**src/rtl/seq_frame_tx_if.sv**
```systemverilog
// Handshake/bus bundle for seq_frame_tx: frame request, payload and serial outputs.
// The master side requests frames; the slave side is the transmitter.
interface seq_frame_tx_if #(
  parameter int DATA_W = 8
);
  logic              start;
  logic [DATA_W-1:0] data;
  logic              out;
  logic              busy;
  logic              done;

  modport master (output start, output data, input out, input busy, input done);
  modport slave  (input start, input data, output out, output busy, output done);
endinterface

```
**src/rtl/seq_frame_tx.sv**
```systemverilog
// Serial frame transmitter: preamble, MSB-first data word, optional even parity,
// then a run of idle zeros. All outputs are registered.
module seq_frame_tx #(
  parameter int             DATA_W     = 8,
  parameter int             PRE_W      = 4,
  parameter logic [PRE_W-1:0] PREAMBLE = 4'b0110,
  parameter bit             PARITY_EN  = 1'b1,
  parameter int             GAP_CYCLES = 2
) (
  input  logic           clock,
  input  logic           reset,
  seq_frame_tx_if.slave  bus
);

  localparam int MAX_A   = (PRE_W > DATA_W) ? PRE_W : DATA_W;
  localparam int MAX_CNT = (MAX_A > GAP_CYCLES) ? MAX_A : GAP_CYCLES;
  localparam int CNT_W   = (MAX_CNT > 1) ? $clog2(MAX_CNT) : 1;

  typedef enum logic [2:0] {
    IDLE = 3'd0,
    PRE  = 3'd1,
    DATA = 3'd2,
    PAR  = 3'd3,
    GAP  = 3'd4
  } state_t;

  state_t             state_q, state_d;
  logic [CNT_W-1:0]   idx_q, idx_d;
  logic [DATA_W-1:0]  shreg_q, shreg_d;
  logic               par_q, par_d;
  logic               out_q, out_d;
  logic               busy_q, busy_d;
  logic               done_q, done_d;
  logic [PRE_W-1:0]   pre_sh_s;
  logic [DATA_W-1:0]  data_sh_s;

  function automatic logic even_parity(input logic [DATA_W-1:0] word);
    return ^word;
  endfunction

  // Next-state logic; outputs are derived from the next state so they can be registered.
  always_comb begin
    state_d   = state_q;
    idx_d     = idx_q;
    shreg_d   = shreg_q;
    par_d     = par_q;
    out_d     = 1'b0;
    busy_d    = 1'b0;
    done_d    = 1'b0;
    pre_sh_s  = {PRE_W{1'b0}};
    data_sh_s = {DATA_W{1'b0}};

    case (state_q)
      IDLE: begin
        if (bus.start) begin
          state_d = PRE;
          idx_d   = CNT_W'(PRE_W - 1);
          shreg_d = bus.data;
          par_d   = even_parity(bus.data);
        end else begin
          state_d = IDLE;
        end
      end
      PRE: begin
        if (idx_q == {CNT_W{1'b0}}) begin
          state_d = DATA;
          idx_d   = CNT_W'(DATA_W - 1);
        end else begin
          idx_d = idx_q - CNT_W'(1);
        end
      end
      DATA: begin
        if (idx_q != {CNT_W{1'b0}}) begin
          idx_d = idx_q - CNT_W'(1);
        end else if (PARITY_EN) begin
          state_d = PAR;
        end else begin
          state_d = GAP;
          idx_d   = CNT_W'(GAP_CYCLES - 1);
        end
      end
      PAR: begin
        state_d = GAP;
        idx_d   = CNT_W'(GAP_CYCLES - 1);
      end
      GAP: begin
        if (idx_q == {CNT_W{1'b0}}) begin
          state_d = IDLE;
        end else begin
          idx_d = idx_q - CNT_W'(1);
        end
      end
      default: begin
        state_d = IDLE;
        idx_d   = {CNT_W{1'b0}};
      end
    endcase

    // Shifting by the index selects the current bit without a width-mismatched bit-select.
    pre_sh_s  = PREAMBLE >> idx_d;
    data_sh_s = shreg_d >> idx_d;

    case (state_d)
      IDLE: begin
        out_d  = 1'b0;
        busy_d = 1'b0;
        done_d = 1'b0;
      end
      PRE: begin
        out_d  = pre_sh_s[0];
        busy_d = 1'b1;
      end
      DATA: begin
        out_d  = data_sh_s[0];
        busy_d = 1'b1;
      end
      PAR: begin
        out_d  = par_d;
        busy_d = 1'b1;
      end
      GAP: begin
        out_d  = 1'b0;
        busy_d = 1'b1;
        done_d = (idx_d == {CNT_W{1'b0}});
      end
      default: begin
        out_d  = 1'b0;
        busy_d = 1'b0;
        done_d = 1'b0;
      end
    endcase
  end

  // State and output registers; reset abandons any frame in flight.
  always_ff @(posedge clock) begin
    if (reset) begin
      state_q <= IDLE;
      idx_q   <= {CNT_W{1'b0}};
      shreg_q <= {DATA_W{1'b0}};
      par_q   <= 1'b0;
      out_q   <= 1'b0;
      busy_q  <= 1'b0;
      done_q  <= 1'b0;
    end else begin
      state_q <= state_d;
      idx_q   <= idx_d;
      shreg_q <= shreg_d;
      par_q   <= par_d;
      out_q   <= out_d;
      busy_q  <= busy_d;
      done_q  <= done_d;
    end
  end

  assign bus.out  = out_q;
  assign bus.busy = busy_q;
  assign bus.done = done_q;

endmodule

```
**src/flat_wrapper.sv**
```systemverilog
// flat-port wrapper written by rule: the top's interface ports become plain ports
module seq_frame_tx_flat 
#(
  parameter int             DATA_W     = 8,
  parameter int             PRE_W      = 4,
  parameter logic [PRE_W-1:0] PREAMBLE = 4'b0110,
  parameter bit             PARITY_EN  = 1'b1,
  parameter int             GAP_CYCLES = 2
)
  (clock, reset, bus_start, bus_data, bus_out, bus_busy, bus_done);
  seq_frame_tx_if #(.DATA_W(DATA_W)) bus_i ();
  input  logic clock;
  input  logic reset;
  input wire logic [$bits(bus_i.start)-1:0] bus_start;
  input wire logic [$bits(bus_i.data)-1:0] bus_data;
  output wire logic [$bits(bus_i.out)-1:0] bus_out;
  output wire logic [$bits(bus_i.busy)-1:0] bus_busy;
  output wire logic [$bits(bus_i.done)-1:0] bus_done;
  assign bus_i.start = bus_start;
  assign bus_i.data = bus_data;
  assign bus_out = bus_i.out;
  assign bus_busy = bus_i.busy;
  assign bus_done = bus_i.done;
  seq_frame_tx #(.DATA_W(DATA_W), .PRE_W(PRE_W), .PREAMBLE(PREAMBLE), .PARITY_EN(PARITY_EN), .GAP_CYCLES(GAP_CYCLES)) u_core (.clock(clock), .reset(reset), .bus(bus_i));
endmodule
```
**config.mk**
```make
export PLATFORM = sky130hd
export DESIGN_NAME = seq_frame_tx_flat
export DESIGN_NICKNAME = d
export VERILOG_FILES = /design/src/rtl/seq_frame_tx_if.sv /design/src/rtl/seq_frame_tx.sv /design/src/flat_wrapper.sv
export SDC_FILE = /design/constraint.sdc
export NUM_CORES = 1
export LEC_CHECK = 0
export CORE_MARGIN = 5
export CORE_UTILIZATION = 30
export CTS_BUF_LIST = sky130_fd_sc_hd__clkbuf_8 sky130_fd_sc_hd__clkbuf_16
export DETAILED_ROUTE_END_ITERATION = 10
export MAX_ROUTING_LAYER = met4
export SYNTH_ARGS = -nofsm -noshare
export SYNTH_HDL_FRONTEND = slang
export SYNTH_SLANG_ARGS = --single-unit
```
**constraint.sdc**
```tcl
create_clock -name clock -period 2.1 [get_ports clock]
set_input_delay 0.315 -clock clock [delete_from_list [all_inputs] [get_ports clock]]
set_output_delay 0.315 -clock clock [all_outputs]
set_load 0.02 [all_outputs]
```
==> summary.txt, run 1 <==
status -> finished, final reports clean
Netlist cell types -> 53
Async SR Flop Fraction -> 0%
grt peak-use layer -> met2
Remaining DRCs -> 0
CTS tree -> yes
CTS sink cnt -> 18
Final Setup Violations -> 0
Clock Skews -> 0.000974 ns
fin crit share -> 97.9%
dominant register cell in the synthesized netlist -> dfxtp_1
Post-Layout Inst Area -> 1620 um2
Top delay family on crit path -> buffers and inverters
Post-Synth Adder-Cell Area -> 3.11%
Cell Area, Synth -> 1210 um2
first-pass GRT wire length -> 4.86 mm
PD cells -> 1260 nW/um2
Synth Area in Compound Gates -> 19.6%
htree depth -> 1
final-report max-slew violation count -> 0
routed wire length -> 2.83 mm
TNS Setup -> 0 ns
XOR/XNOR Fraction of Synth Area -> 6.54%
Synth Area per Inst -> 9.65 um2
vias per cell -> 4.93
I/O pins -> 14
worst path cell trace -> clkdlybuf4s50_1, nor4b_4, buf_4, mux2_1, o2111a_1, a211o_1, o2111ai_2, nand3_2
LEAKAGE -> 0.633 nW
CTS Buf Count -> 3
Synth Instances -> 125
total number of yosys warnings -> 0
WP buf/inv -> 2
met2 Usage GRT -> 19.9%
arrival time of the worst setup path -> 2.20 ns
Final Hold Fails -> 0
initial antenna violation count -> 0
Worst setup SP type -> input pin
Vias -> 1021
dpl cell area -> 1520 um2
gpl congestion -> 0.900
Die H -> 73.4 um
mux cell area share after synthesis -> 10.7%
clk slew on worst S/H paths -> 0.07 ns
Crit. End Element -> flop
DR iter-0 viols -> 81
main combinational cell family by area after synthesis -> simple AND/OR/NAND/NOR gates
met3 Use GR -> 3.28%
Post-synth EDFFs -> 0
Worst-Skew Late Latency -> 0.25 ns
vias in the first global route -> 1077
antenna-violating nets left -> 0
NumNets Final -> 173
Initial Util -> 30.6%
num rows -> 23
CORE AREA -> 3940 um2
CTS root buf -> clkbuf_8
slowest CP cell -> clkdlybuf4s50_1
PortBufs -> 13
routed len/inst -> 13.7 um
Layout fillers -> 400
Least-Margin Pin Slew -> 0.411 ns
Antenna diodes -> 0
grt met1 use -> 14.1%
RSZ-0062 raised after global routing -> yes
synthesis-stage register bit count -> 18
CP max FO -> 8
post-synthesis sequential area ratio -> 29.9%
CP Class -> input pin to flop
worst ir drop on vdd -> 0.627 mV
R2R Setup Slk -> 0.06 ns
Post-DP HPWL -> 2.20 mm
slowest stage delay, CP -> 0.49 ns
Core Util, Final -> 41.0%
slew margin rel. -> 72.6%
area grow syn2layout -> 33.9%
largest net degree at the start of global routing -> 17
Max-Cap Viols -> 0
Achievable Freq -> 0.486 GHz
GRT Total Usage -> 12.0%
setup ws final -> 0.0434 ns
Die W -> 73.4 um
pre-CTS setup slack -> -0.260 ns
die area -> 5390 um2
clk buf depth -> 2
grt total ovfl -> 0
HP Class -> flop to flop
layout cells sized above 1 -> 35.7%
drt pass-1 iters -> 4
Mapped Nets -> 139
critical path required time -> 2.24 ns
Final min period -> 2.06 ns
Post-Synth Simple-Gate Area -> 23.8%
-- state kept, by name (all words and copies together) (netlist names) --
register	cells
u_core.shreg_q	8
u_core.idx_q	3
u_core.state_q	3
u_core.bus.busy	1
u_core.bus.done	1
u_core.bus.out	1
u_core.par_q	1
-- per-layer routing --
metal	vias up	routed length, um
met5	-	0
met4	0	39
met3	5	129
met2	20	1390
met1	482	1270
li1	514	-
-- kinds of logic (layout without fill, tap and decap cells) --
family	after synthesis	count (layout)
and+or+nand+nor	45	45
buffers and inverters	11	43
xor gates and xnor gates	9	9
muxes	10	10
AOI/OAI and AO/OA	29	29
adders and majority gates	3	3
DFF	18	18
-- through the flow --
step	std cells	hold WS [ns]	power [W]
final	207	0.546	0.00204
after global routing	207	0.585	0.00220
after CTS	203	0.518	0.00197
after detailed placement	200	0.501	0.00171
after global placement	200	0.510	0.00167
after floorplan	125	0.456	0.00136
-- where the power goes --
part	switching (W)	internal, W
clock network	0.000115	0.000128
logic	0.000627	0.000697
registers	0.0000527	0.000418
total	0.000796	0.00124
-- synth_stat cells, types with 2 or more instances --
master,number,share of area (%)
mux2i_1,5,4.1
a211oi_1,5,3.1
ha_1,3,3.1
mux2_4,3,3.7
nand2b_1,2,1.0
nand3_1,6,2.5
clkbuf_1,2,0.62
nor2b_1,4,2.1
nand2_1,4,1.2
xnor2_1,8,5.8
nor3_1,3,1.2
buf_6,3,2.8
nor2_1,10,3.1
o21ai_0,4,1.7
a21oi_1,4,1.7
inv_1,3,0.93
dfxtp_1,18,30
nor3b_1,3,1.9
-- final cells by class --
type	instances	area (um2)	area share [%]
Multi-Input combinational cell	96	825	51.0
Clock buffer	3	41.3	2.56
Sequential cell	18	363	22.5
Timing Repair Buffer	36	307	19.0
Inverter	4	17.5	1.08
Tap cell	50	62.6	3.87
-- final timing paths --
kind	cells past startpoint	start	endpoint
setup / recovery	8	bus_start	u_core.bus.out$_SDFF_PP0_
hold / removal	2	u_core.shreg_q[5]$_SDFF_PP0_	u_core.shreg_q[5]$_SDFF_PP0_
setup reg to reg	11	u_core.idx_q[1]$_SDFF_PP0_	u_core.bus.out$_SDFF_PP0_
hold reg to reg	2	u_core.shreg_q[5]$_SDFF_PP0_	u_core.shreg_q[5]$_SDFF_PP0_
-- placed cells by master, fill, tap and decap left out, types with 4 or more instances in the layout --
| master | synthesis | final |
|---|---|---|
| dfxtp_1 | 18 | 16 |
| xnor2_1 | 8 | 8 |
| nor2b_1 | 4 | 4 |
| o21ai_0 | 4 | 4 |
| buf_4 | 0 | 22 |
| nor2_1 | 10 | 10 |
| a21oi_1 | 4 | 4 |
| nand2_1 | 4 | 4 |
| clkdlybuf4s50_1 | 0 | 13 |
| mux2i_1 | 5 | 5 |
| a211oi_2 | 1 | 4 |
| nand3_1 | 6 | 6 |
-- worst register-to-register path, stage by stage (launching register included) --
cell,delay (ns)
dfxtp_2,0.34
inv_2,0.05
ha_4,0.15
nor2b_4,0.13
inv_4,0.07
ha_4,0.12
nand2b_1,0.06
a22o_4,0.26
a21oi_4,0.18
mux2_4,0.32
o2111ai_2,0.18
nand3_2,0.07
-- timing repair --
action / in CTS / in global routing
hold buffers: 0 / 0
resized for setup: 3 / 5
pin swaps: 1 / 6
setup buffers: 0 / 4
endpoints found under the setup margin: 1 / 1
Note: power is estimated with default switching activity, not from simulation.
==> run 2: changes to the inputs <==
SLEW_MARGIN = 20   (was not set)
==> results of run 2 <==
Final layout, timing and power as in run 1 (identical DEF).
==> run 3: changes to the inputs <==
CORE_MARGIN = 2   (was 5)
clock period = 2.3 ns   (was 2.1 ns; I/O delays follow)
==> run 3 against run 2 <==
Net effect: register-to-register slack gained 0.07 ns; worst setup slack gained 0.089 ns; critical path depth grew 3; sequential share of layout area grew 1.5 points; count of clock-buffer cells in the layout grew 1; power shrank 14%; via count grew 1.5%.
==> summary.txt, run 3 (synthesis gave the netlist of run 1 again) <==
reg2reg path depth -> 11 (unchanged)
clk slew on worst S/H paths -> 0.07 ns (about the same)
CP Class -> flop to flop
NumNets Final -> 165 (-4.6%)
met2 Usage GRT -> 22.2% (+2.3 points)
Placed Cells -> 194 (-3.0%)
htree depth -> 1 (unchanged)
CP max FO -> 5 (-3)
Final min period -> 2.17 ns
Remaining DRCs -> 0 (unchanged)
TNS Setup -> 0 ns (unchanged)
pre-CTS setup slack -> -0.0587 ns (+0.202 ns)
area grow syn2layout -> 25.2%
Least-Margin Pin Slew -> 0.366 ns (-0.0450 ns)
CORE AREA -> 3940 um2 (unchanged)
clk buf depth -> 2 (unchanged)
Antenna diodes -> 0 (unchanged)
antenna-violating nets left -> 0 (unchanged)
worst flop-to-flop path startpoint -> u_core.idx_q[0]$_SDFF_PP0_
Die H -> 67.4 um (-8.2%)
final-report max-slew violation count -> 0 (unchanged)
vias per cell -> 5.18 (+5.0%)
CTS root buf -> clkbuf_8
CTS Buf Count -> 3 (unchanged)
layout cells sized above 1 -> 29.3% (-6.3 points)
grt peak-use layer -> met2
fin crit share -> 94.2%
CP endpoint -> u_core.bus.out$_SDFF_PP0_
CP startpoint -> u_core.idx_q[0]$_SDFF_PP0_
drt pass-1 iters -> 4 (unchanged)
Crit. End Element -> flop
GRT Total Usage -> 13.6% (+1.6 points)
gpl congestion -> 0.817 (-9.2%)
DR iter-0 viols -> 48 (-41%)
slew margin rel. -> 75.6% (+3.0 points)
final std cells w/o fill -> 200 (-3.4%)
routed wire length -> 2.72 mm (-3.9%)
PortBufs -> 13 (unchanged)
I/O pins -> 14 (unchanged)
LEAKAGE -> 0.588 nW (-7.2%)
arrival time of the worst setup path -> 2.31 ns (+0.11 ns)
Worst setup SP type -> flop
Initial Util -> 30.6% (unchanged)
Final Setup Violations -> 0 (unchanged)
vias in the first global route -> 975 (-9.5%)
Die W -> 67.4 um (-8.2%)
first-pass GRT wire length -> 4.53 mm (-6.9%)
R2R Setup Slk -> 0.13 ns (+0.07 ns)
Worst-Skew Late Latency -> 0.25 ns (about the same)
RSZ-0062 raised after global routing -> no
dpl cell area -> 1440 um2 (-5.2%)
Post-DP HPWL -> 2.09 mm (-4.8%)
Final Hold Fails -> 0 (unchanged)
Largest regs -> u_core.shreg_q: 8 flops, u_core.idx_q: 3 flops, u_core.state_q: 3 flops
largest net degree at the start of global routing -> 17 (unchanged)
grt met1 use -> 17.6% (+3.5 points)
commonest non-fill, non-tap cell in the layout -> dfxtp_1
Biggest register -> u_core.shreg_q
PD cells -> 1160 nW/um2 (-7.7%)
Achievable Freq -> 0.461 GHz
Post-Layout Inst Area -> 1510 um2 (-6.5%)
Vias -> 1036 (+1.5%)
grt total ovfl -> 0 (unchanged)
commonest non-fill, non-tap cells in the layout -> 17 x dfxtp_1, 15 x buf_4, 13 x clkdlybuf4s50_1
met3 Use GR -> 2.33% (-0.95 points)
max FFs per register -> 8 (unchanged)
CTS tree -> yes
status -> finished, final reports clean
HP Class -> flop to flop
Max-Cap Viols -> 0 (unchanged)
die area -> 4540 um2 (-16%)
routed len/inst -> 13.6 um (-0.56%)
critical path required time -> 2.45 ns (+0.21 ns)
reg-to-reg endpoint -> u_core.bus.out$_SDFF_PP0_
num rows -> 23 (unchanged)
initial antenna violation count -> 0 (unchanged)
Clock Skews -> 0.00422 ns (+0.00325 ns)
hold slack final -> 0.514 ns (-0.0324 ns)
CTS sink cnt -> 18 (unchanged)
worst ir drop on vdd -> 0.439 mV (-30%)
setup ws final -> 0.132 ns (+0.0890 ns)
-- run 3: metal layers --
layer	up-vias	wire length, um
met5	-	0
met4	0	28
met3	4	139
met2	29	1310
met1	498	1240
li1	505	-
-- run 3: how the worst min path moves through the flow --
stage,from,to,slack (ns),cells after the start
floorplan,u_core.shreg_q[5]$_SDFF_PP0_,u_core.shreg_q[5]$_SDFF_PP0_,0.46,2
global placement,u_core.shreg_q[2]$_SDFF_PP0_,u_core.shreg_q[2]$_SDFF_PP0_,0.50,2
detailed placement,u_core.shreg_q[2]$_SDFF_PP0_,u_core.shreg_q[2]$_SDFF_PP0_,0.50,2
CTS,u_core.shreg_q[2]$_SDFF_PP0_,u_core.shreg_q[2]$_SDFF_PP0_,0.52,2
global route,u_core.shreg_q[2]$_SDFF_PP0_,u_core.shreg_q[2]$_SDFF_PP0_,0.56,2
finish,u_core.shreg_q[2]$_SDFF_PP0_,u_core.shreg_q[2]$_SDFF_PP0_,0.51,2
-- run 3: cell type report --
| class | count | area (um2) |
|---|---|---|
| clock buffers | 4 | 55.1 |
| flip-flops and latches | 18 | 362 |
| multi-input cells | 96 | 771 |
| inverters | 4 | 17.5 |
| fillers | 392 | 2430 |
| well taps | 50 | 62.6 |
| repair buffers | 28 | 243 |
-- run 3: what timing repair did --
item,in CTS,in global routing
buffers inserted,0,2
hold buffers,0,0
endpoints found under the hold margin,0,0
setup endpoints to repair,0,1
resized for setup,0,4
-- run 3: power breakdown --
part / switching (W) / internal, W
registers: 0.0000461 / 0.000380
clock network: 0.000106 / 0.000152
logic: 0.000525 / 0.000550
-- run 3: worst max-delay path, cell delays in order (launching register included) --
cell and delay, ns:
dfxtp_1 0.34, inv_2 0.07, ha_2 0.17, nor2b_4 0.21
inv_4 0.04, ha_1 0.26, nor3b_4 0.29, a21oi_2 0.08
buf_4 0.16, a211o_1 0.26, o2111ai_2 0.09, nand3_2 0.08
-- run 3: metrics by stage --
stage	util, %	power [W]
floorplan	-	0.00120
global placement	36.4	0.00143
detailed placement	36.4	0.00146
CTS	37.8	0.00172
global route	38.3	0.00190
finish	38.3	0.00176
